===== src/rtl/alu_serial_seq.sv =====
// Bit-serial ALU sequencer: one AND/OR/ADD/SLT slice stepped LSB to MSB, one bit per clock.
// Optional zero flag port and logic are built only when ALU_SERIAL_ZERO_EN is defined.
module alu_serial_seq #(
  parameter int W     = 8,
  parameter int CNT_W = 3
) (
  input  logic         clk,
  input  logic         reset,
  input  logic         start,
  input  logic [1:0]   op,
  input  logic         binvert,
  input  logic [W-1:0] a,
  input  logic [W-1:0] b,
  output logic         busy,
  output logic         done,
  output logic [W-1:0] result,
  output logic         overflow
`ifdef ALU_SERIAL_ZERO_EN
  ,
  output logic         zero
`endif
);

  typedef enum logic [1:0] {
    IDLE = 2'd0,
    RUN  = 2'd1,
    FIN  = 2'd2,
    DONE = 2'd3
  } state_e;

  typedef enum logic [1:0] {
    OP_AND = 2'd0,
    OP_OR  = 2'd1,
    OP_ADD = 2'd2,
    OP_SLT = 2'd3
  } op_e;

  state_e             state, state_next;
  op_e                op_q;
  logic               binv_q;
  logic [W-1:0]       a_q, b_q;
  logic [CNT_W-1:0]   idx;
  logic               carry;
  logic               ovf_q, set_q;

  logic               accept;
  logic               last;
  logic               a_bit, b_bit, b2, sum, carry_next, res_bit;
  logic               ovf_bit, set_bit;

  assign accept = start && (state == IDLE || state == DONE);
  assign last   = (idx == CNT_W'(W - 1));
  assign busy   = (state == RUN) || (state == FIN);
  assign done   = (state == DONE);

  always_ff @(posedge clk or posedge reset) begin
    // NOTE: state is registered with non-blocking assignments so every flop samples pre-edge values.
    if (reset) state <= IDLE;
    else       state <= state_next;
  end

  always_comb begin
    // NOTE: default first so no path leaves state_next unassigned and infers a latch.
    state_next = state;
    case (state)
      IDLE:    if (start) state_next = RUN;
      RUN:     if (last)  state_next = FIN;
      FIN:     state_next = DONE;
      DONE:    state_next = start ? RUN : IDLE;
      default: state_next = IDLE;
    endcase
  end

  // One-bit ALU slice on the current bit position.
  always_comb begin
    a_bit      = a_q[idx];
    b_bit      = b_q[idx];
    b2         = binv_q ? ~b_bit : b_bit;
    sum        = a_bit ^ b2 ^ carry;
    carry_next = (a_bit & b2) | (a_bit & carry) | (b2 & carry);
    res_bit    = 1'b0;
    case (op_q)
      OP_AND:  res_bit = a_bit & b_bit;
      OP_OR:   res_bit = a_bit | b_bit;
      OP_ADD:  res_bit = sum;
      default: res_bit = 1'b0;
    endcase
    ovf_bit = (op_q == OP_ADD) && (a_bit == b2) && (sum != a_bit);
    set_bit = (a_bit != b2) ? sum : a_bit;
  end

  // NOTE: operand registers carry no reset; they are always loaded on accept before being read.
  always_ff @(posedge clk) begin
    if (accept) begin
      a_q    <= a;
      b_q    <= b;
      op_q   <= op_e'(op);
      binv_q <= binvert;
    end
  end

  always_ff @(posedge clk or posedge reset) begin
    if (reset) begin
      carry    <= 1'b0;
      idx      <= '0;
      result   <= '0;
      overflow <= 1'b0;
      ovf_q    <= 1'b0;
      set_q    <= 1'b0;
    end else if (accept) begin
      carry <= binvert;
      idx   <= '0;
    end else if (state == RUN) begin
      carry       <= carry_next;
      result[idx] <= res_bit;
      if (last) begin
        idx   <= '0;
        ovf_q <= ovf_bit;
        set_q <= set_bit;
      end else begin
        idx <= idx + 1'b1;
      end
    end else if (state == FIN) begin
      if (op_q == OP_SLT) result[0] <= set_q;
      overflow <= ovf_q;
    end
  end

`ifdef ALU_SERIAL_ZERO_EN
  // For SLT every bit above bit 0 was written as 0, so only the set bit decides.
  always_ff @(posedge clk or posedge reset) begin
    if (reset) begin
      zero <= 1'b0;
    end else if (state == FIN) begin
      if (op_q == OP_SLT) zero <= ~set_q;
      else                zero <= (result == '0);
    end
  end
`endif

endmodule


===== config.mk =====
export PLATFORM = sky130hd
export DESIGN_NAME = alu_serial_seq
export DESIGN_NICKNAME = d
export VERILOG_FILES = /design/src/rtl/alu_serial_seq.sv
export SDC_FILE = /design/constraint.sdc
export NUM_CORES = 1
export LEC_CHECK = 0
export CORE_ASPECT_RATIO = 0.9
export CORE_MARGIN = 2
export CORE_UTILIZATION = 55
export CTS_BUF_LIST = sky130_fd_sc_hd__clkbuf_4
export DETAILED_ROUTE_END_ITERATION = 7
export HOLD_SLACK_MARGIN = 0.06
export PLACE_DENSITY = 0.83
export RECOVER_POWER = 25
export SLEW_MARGIN = 20
export SYNTH_ARGS = -nofsm -noshare
export SYNTH_HDL_FRONTEND = slang
export SYNTH_SLANG_ARGS = --single-unit

===== constraint.sdc =====
create_clock -name clk -period 8.2 [get_ports clk]
set_clock_uncertainty 0.2 [all_clocks]
set_input_delay 1.64 -clock clk [delete_from_list [all_inputs] [get_ports clk]]
set_output_delay 1.64 -clock clk [all_outputs]
set_load 0.05 [all_outputs]

==> flow_metrics.py, run 1 <==
metrics = {
    "yosys": {
        "async_flop_share_pct": 47.2,
        "ys_seq_area_share_pct": 57.9,
        "netlist_area_sq_um": 1720,
        "synth_cells": 116,
        "ys_top_cells_by_area": "edfxtp_1 (33%), dfrtp_1 (25%), ha_1 (5.8%)",
        "syn_avg_cell_area_sq_um": 14.8,
        "synth_top_family_by_area": "multiplexers",
        "ys_seq_elements": 36,
        "syn_nets": 147,
        "synth.distinct_cells": 38,
        "synth_compound_area_share_pct": 5.02,
        "synth_fa_ha_area_share_pct": 7.78,
        "ys_warn_count": 0,
        "muxShareOfSynthArea_pct": 17.0,
        "synthSimpleGateAreaFrac_pct": 7.78,
        "synth_top_area_share_pct": 33.2,
        "synth-edff-count": 19,
        "synth_xor_xnor_area_share_pct": 1.02,
        "yosysTopAreaCell": "edfxtp_1",
        "synth_flop_cell": "edfxtp_1",
    },
    "global_route": {
        "antenna_found_initial": 0,
        "grt_max_degree": 26,
        "grt_pass1_wl_mm": 4.53,
        "grt_usage_pct": 17.0,
        "grt_overflow_total": 0,
        "grt_pass1_vias": 1041,
    },
    "floorplanning": {
        "initial_core_util_pct": 57.0,
        "io_pins": 33,
        "die_h_microns": 57.1,
        "die_w_microns": 63.0,
        "die_area_sq_um": 3590,
        "core.rowCount": 19,
        "core_sq_um": 3020,
    },
    "clocking": {
        "insertion_delay_ns": 0.34,
        "clockRootBuffer": "clkbuf_4",
        "clockBufferDepth": 2,
        "cts-hold-fix-buffers": 0,
        "post_cts_resize_count": 0,
        "cts_tree": "built",
        "cts.htree.levels": 2,
        "path_clk_slew_ns": 0.11,
        "postCtsSetupBuffers": 0,
        "numCtsBuffers": 5,
        "numClockSinks": 36,
    },
    "final_layout": {
        "syn2layout_area_growth_pct": 24.8,
        "finalNonFillerCells": 192,
        "nNetsFinal": 180,
        "final_cell_mix": "edfxtp_1 (19), dlygate4sd3_1 (19), dfrtp_1 (17)",
        "antennaDiodeCount": 0,
        "drive_above_1_share_pct": 19.3,
        "fillers": 225,
        "final_area_sq_um": 2150,
    },
    "status": {
        "status": "complete, no violations",
    },
    "place": {
        "dp_cells": 184,
        "place_area_sq_um": 2060,
        "place_congestion": 0.747,
        "portBuffers": 32,
        "dp_hpwl_mm": 1.91,
    },
    "drt": {
        "routedWlPerCell_microns": 13.6,
        "ant_nets": 0,
        "viasPerCell": 5.34,
        "num_vias": 1026,
        "drt_wl_total_mm": 2.61,
        "dr.pass1.iters": 4,
        "drc": 0,
        "drt-initial-drc-count": 31,
    },
    "min_path": {
        "min-delay-start": "set_q",
        "hold_depth": 2,
        "hp-class": "reg -> reg",
        "worstHoldEndpoint": "set_q",
    },
    "sta": {
        "finalHoldViolations": 0,
        "holdWs_ns": 0.292,
        "worst_pin_slew_ns": 0.636,
        "grt_setup_unrepaired": "false",
        "clock.fmax_ghz": 0.255,
        "slew_headroom_pct": 57.5,
        "fin_setup_tns_ns": 0,
        "slew_viol_final": 0,
        "setup-violations-final": 0,
        "fin_crit_ns": 3.93,
        "finalCritPeriodShare_pct": 47.9,
    },
    "power": {
        "power.total_mw": 0.904,
        "switchingPower_mw": 0.372,
        "p_seq_share_pct": 35.1,
        "cellPowerDensity_nw_per_um2": 421,
        "intPower_mw": 0.531,
        "clockPowerShare_pct": 13.5,
        "switching_share_pct": 41.2,
        "combPwrFrac_pct": 51.4,
        "max-vdd-ir-drop_v": 0.000197,
        "p_leak_nw": 0.848,
    },
    "worst_setup_path": {
        "crit_required_ns": 6.36,
        "r2r.worst_path.cells": 7,
        "r2r-start": "idx[0]",
        "cp-end-kind": "primary output",
        "crit_type": "reg -> out",
        "worst_r2r_endpoint": "result[6]",
        "crit_path_start_kind": "flip-flop",
        "rrSetupSlack_ns": 5.17,
        "cp_data_arrival_time_ns": 2.09,
        "startpoint": "state[0]",
        "worst-path-max-fanout": 5,
    },
    "flow_run": {
        "max_cap_viol_count": 0,
    },
}
synth_stat cells (2+ instances only):
master	n
buf_2	3
inv_2	3
clkbuf_1	2
o21ai_1	3
mux2i_1	3
inv_1	4
dfrtp_1	17
ha_1	8
mux2_4	4
nor3b_1	2
xnor2_1	2
nor2b_1	2
nor2_1	4
nand4b_1	2
a21oi_1	2
nand2_1	5
mux4_2	4
mux2_2	5
nor3_1	3
mux2i_4	2
edfxtp_1	19
final cells by class:
| type | instances | area [sq um] | area share (%) |
|---|---|---|---|
| clock inverter | 3 | 42.5 | 1.98 |
| timing repair buffer | 32 | 320 | 14.9 |
| clock buffer | 5 | 37.5 | 1.75 |
| multi-input combinational | 67 | 672 | 31.3 |
| sequential | 36 | 996 | 46.4 |
| tap | 42 | 52.6 | 2.45 |
| inverter | 7 | 26.3 | 1.22 |
power groups by stage:
| stage | Clock [mW] | Sequential [mW] | Combinational [mW] |
|---|---|---|---|
| 6_report | 0.122 | 0.317 | 0.465 |
| 5_1_grt | 0.137 | 0.329 | 0.504 |
| 4_1_cts | 0.124 | 0.319 | 0.471 |
| 3_5_place_dp | 0 | 0.323 | 0.469 |
| 3_3_place_gp | 0 | 0.318 | 0.455 |
| 2_1_floorplan | 0 | 0.354 | 0.329 |
kinds of logic (layout without fill, tap and decap cells):
kind of cell    Yosys count  in the layout
xor+xnor                  2              2
mux                      19             19
fa+ha+maj                10             10
compound gates           12             12
flops                    36             36
simple gates             24             24
buf+inv                  13             47
state kept, by name, summed over array words and instances (netlist names):
register and cells:
idx 3, binv_q 1, state 2, result 8, set_q 1, ovf_q 1, a_q 8, carry 1
op_q 2, b_q 8, overflow 1
how the worst max path moves through the flow:
stage,to,slack [ns],depth (start not counted)
finish,busy,4.27,3
global route,busy,4.14,3
CTS,busy,4.28,3
global placement,ovf_q,4.36,5
detailed placement,ovf_q,4.28,5
floorplan,ovf_q,4.95,5
worst max-delay path: stages (launching register included):
cell and delay [ns]:
dfrtp_1 0.40, inv_1 0.11, ha_1 0.40, clkdlybuf4s50_1 0.84
stage by stage:
stage	util (%)	setup slack (ns)
global route	71.1	4.14
global placement	68.3	4.36
floorplan	-	4.95
detailed placement	68.3	4.28
CTS	70.9	4.28
finish	71.1	4.27
layer usage:
layer	global-route usage, %	part of all wire, %	vias to the layer above
li1	-	-	494
met1	19.5	42	489
met2	27.7	49	36
met3	7.30	6.7	7
met4	8.25	2.2	0
met5	0	0	-
Note: power is estimated with default switching activity, not from simulation.
==> inputs of run 2 (changes only) <==
Settings changed: CORE_UTILIZATION 55 to 53, PLACE_DENSITY 0.83 to 0.8.
Clock period 8.2 ns to 3.8 ns, I/O delays scaled along.
==> flow_metrics.py, run 2 (synthesized netlist as in run 1, its figures left out) <==
metrics = {
    "final_layout": {
        "syn2layout_area_growth_pct": 23.3,
        "drive_above_1_share_pct": 19.2,
        "nNetsFinal": 181,
        "top_regs": "a_q: 8 flops, b_q: 8 flops, result: 8 flops",
        "final_cell_mix": "edfxtp_1 (19), dlygate4sd3_1 (19), dfrtp_1 (17)",
        "antennaDiodeCount": 0,
    },
    "clocking": {
        "numCtsBuffers": 5,
        "insertion_delay_ns": 0.34,
        "clockRootBuffer": "clkbuf_4",
        "path_clk_slew_ns": 0.10,
        "clockBufferDepth": 2,
        "cts_tree": "built",
        "numClockSinks": 36,
        "cts-hold-fix-buffers": 0,
        "post_cts_resize_count": 0,
        "cts.htree.levels": 2,
        "postCtsSetupBuffers": 0,
    },
    "floorplanning": {
        "core_sq_um": 3070,
        "die_w_microns": 64.1,
        "core.rowCount": 19,
        "initial_core_util_pct": 56.1,
        "die_h_microns": 58.1,
        "die_area_sq_um": 3720,
        "io_pins": 33,
    },
    "power": {
        "clockPowerShare_pct": 10.2,
        "p_leak_nw": 0.841,
        "switchingPower_mw": 0.809,
        "cellPowerDensity_nw_per_um2": 891,
        "p_seq_share_pct": 36.5,
        "switching_share_pct": 42.8,
        "intPower_mw": 1.08,
        "power.total_mw": 1.89,
        "max-vdd-ir-drop_v": 0.000489,
        "combPwrFrac_pct": 53.3,
    },
    "drt": {
        "drt-initial-drc-count": 14,
        "viasPerCell": 5.33,
        "ant_nets": 0,
        "drt_wl_total_mm": 2.79,
        "num_vias": 1028,
        "drc": 0,
        "dr.pass1.iters": 4,
        "routedWlPerCell_microns": 14.4,
    },
    "status": {
        "status": "complete, no violations",
    },
    "sta": {
        "finalCritPeriodShare_pct": 80.2,
        "slew_headroom_pct": 55.8,
        "grt_setup_unrepaired": "false",
        "slew_viol_final": 0,
        "finalHoldViolations": 0,
        "worst_pin_slew_ns": 0.662,
        "setup-violations-final": 0,
        "fin_setup_tns_ns": 0,
        "fin_crit_ns": 3.05,
        "clock.fmax_ghz": 0.328,
    },
    "worst_setup_path": {
        "worst-path-max-fanout": 5,
        "rrSetupSlack_ns": 0.81,
        "crit_path_start_kind": "flip-flop",
        "crit_type": "reg -> out",
        "cp_data_arrival_time_ns": 2.09,
        "r2r-start": "idx[0]",
        "worst_r2r_endpoint": "result[7]",
        "r2r.worst_path.cells": 7,
        "crit_required_ns": 2.84,
        "cp-end-kind": "primary output",
    },
    "flow_run": {
        "max_cap_viol_count": 0,
    },
    "global_route": {
        "grt_overflow_total": 0,
        "grt_max_degree": 26,
        "grt_pass1_vias": 1060,
        "antenna_found_initial": 0,
        "grt_pass1_wl_mm": 4.77,
        "grt_usage_pct": 17.7,
    },
    "min_path": {
        "worstHoldEndpoint": "set_q",
        "hold_depth": 2,
        "min-delay-start": "set_q",
        "hp-class": "reg -> reg",
    },
    "place": {
        "dp_hpwl_mm": 2.08,
        "place_congestion": 0.805,
        "portBuffers": 32,
    },
}
[run 2: stage by stage]
| step | hold WS [ns] | instances | cell area, sq um | setup WS (ns) | utilization [%] |
|---|---|---|---|---|---|
| 2_1_floorplan | 0.248 | 116 | 1720 | 1.17 | - |
| 3_3_place_gp | 0.272 | 185 | 2070 | 0.856 | 67.5 |
| 3_5_place_dp | 0.279 | 185 | 2070 | 0.784 | 67.5 |
| 4_1_cts | 0.302 | 193 | 2120 | 0.733 | 69.2 |
| 5_1_grt | 0.336 | 193 | 2120 | 0.624 | 69.2 |
| 6_report | 0.305 | 193 | 2120 | 0.753 | 69.2 |
[run 2: how the worst max path moves through the flow]
stage,from,endpoint,depth (start not counted)
after CTS,state[1],busy,3
after global placement,idx[0],result[6],7
final,state[1],busy,3
after detailed placement,idx[0],result[5],7
after global routing,idx[0],result[7],7
after floorplan,state[0],ovf_q,7
[run 2: cell type report]
cell class                 count  area, sq um
tap                           42         52.6
fill                         222          946
multi-input combinational     67          667
timing repair buffer          33          328
sequential                    36          996
clock inverter                 3         13.8
inverter                       7         26.3
clock buffer                   5         37.5
[run 2: layer usage]
layer	up-vias	part of all wire, %	GRT usage (%)
met5	-	0	0
met4	0	2.1	8.39
met3	7	5.5	6.02
met2	32	51	30.4
met1	497	42	20.1
li1	492	-	-
[run 2: power groups by stage]
stage          sequential, mW  clock [mW]  combinational [mW]
6_report                0.691       0.193                1.01
5_1_grt                 0.712       0.222                1.09
3_5_place_dp            0.703           0                1.02
2_1_floorplan           0.765           0               0.709
4_1_cts                 0.694       0.196                1.02
3_3_place_gp            0.690           0               0.990
[run 2: critical path, stage by stage (launching register included)]
cell             delay, ns
dfrtp_1               0.44
inv_1                 0.11
ha_1                  0.37
clkdlybuf4s50_1       0.83
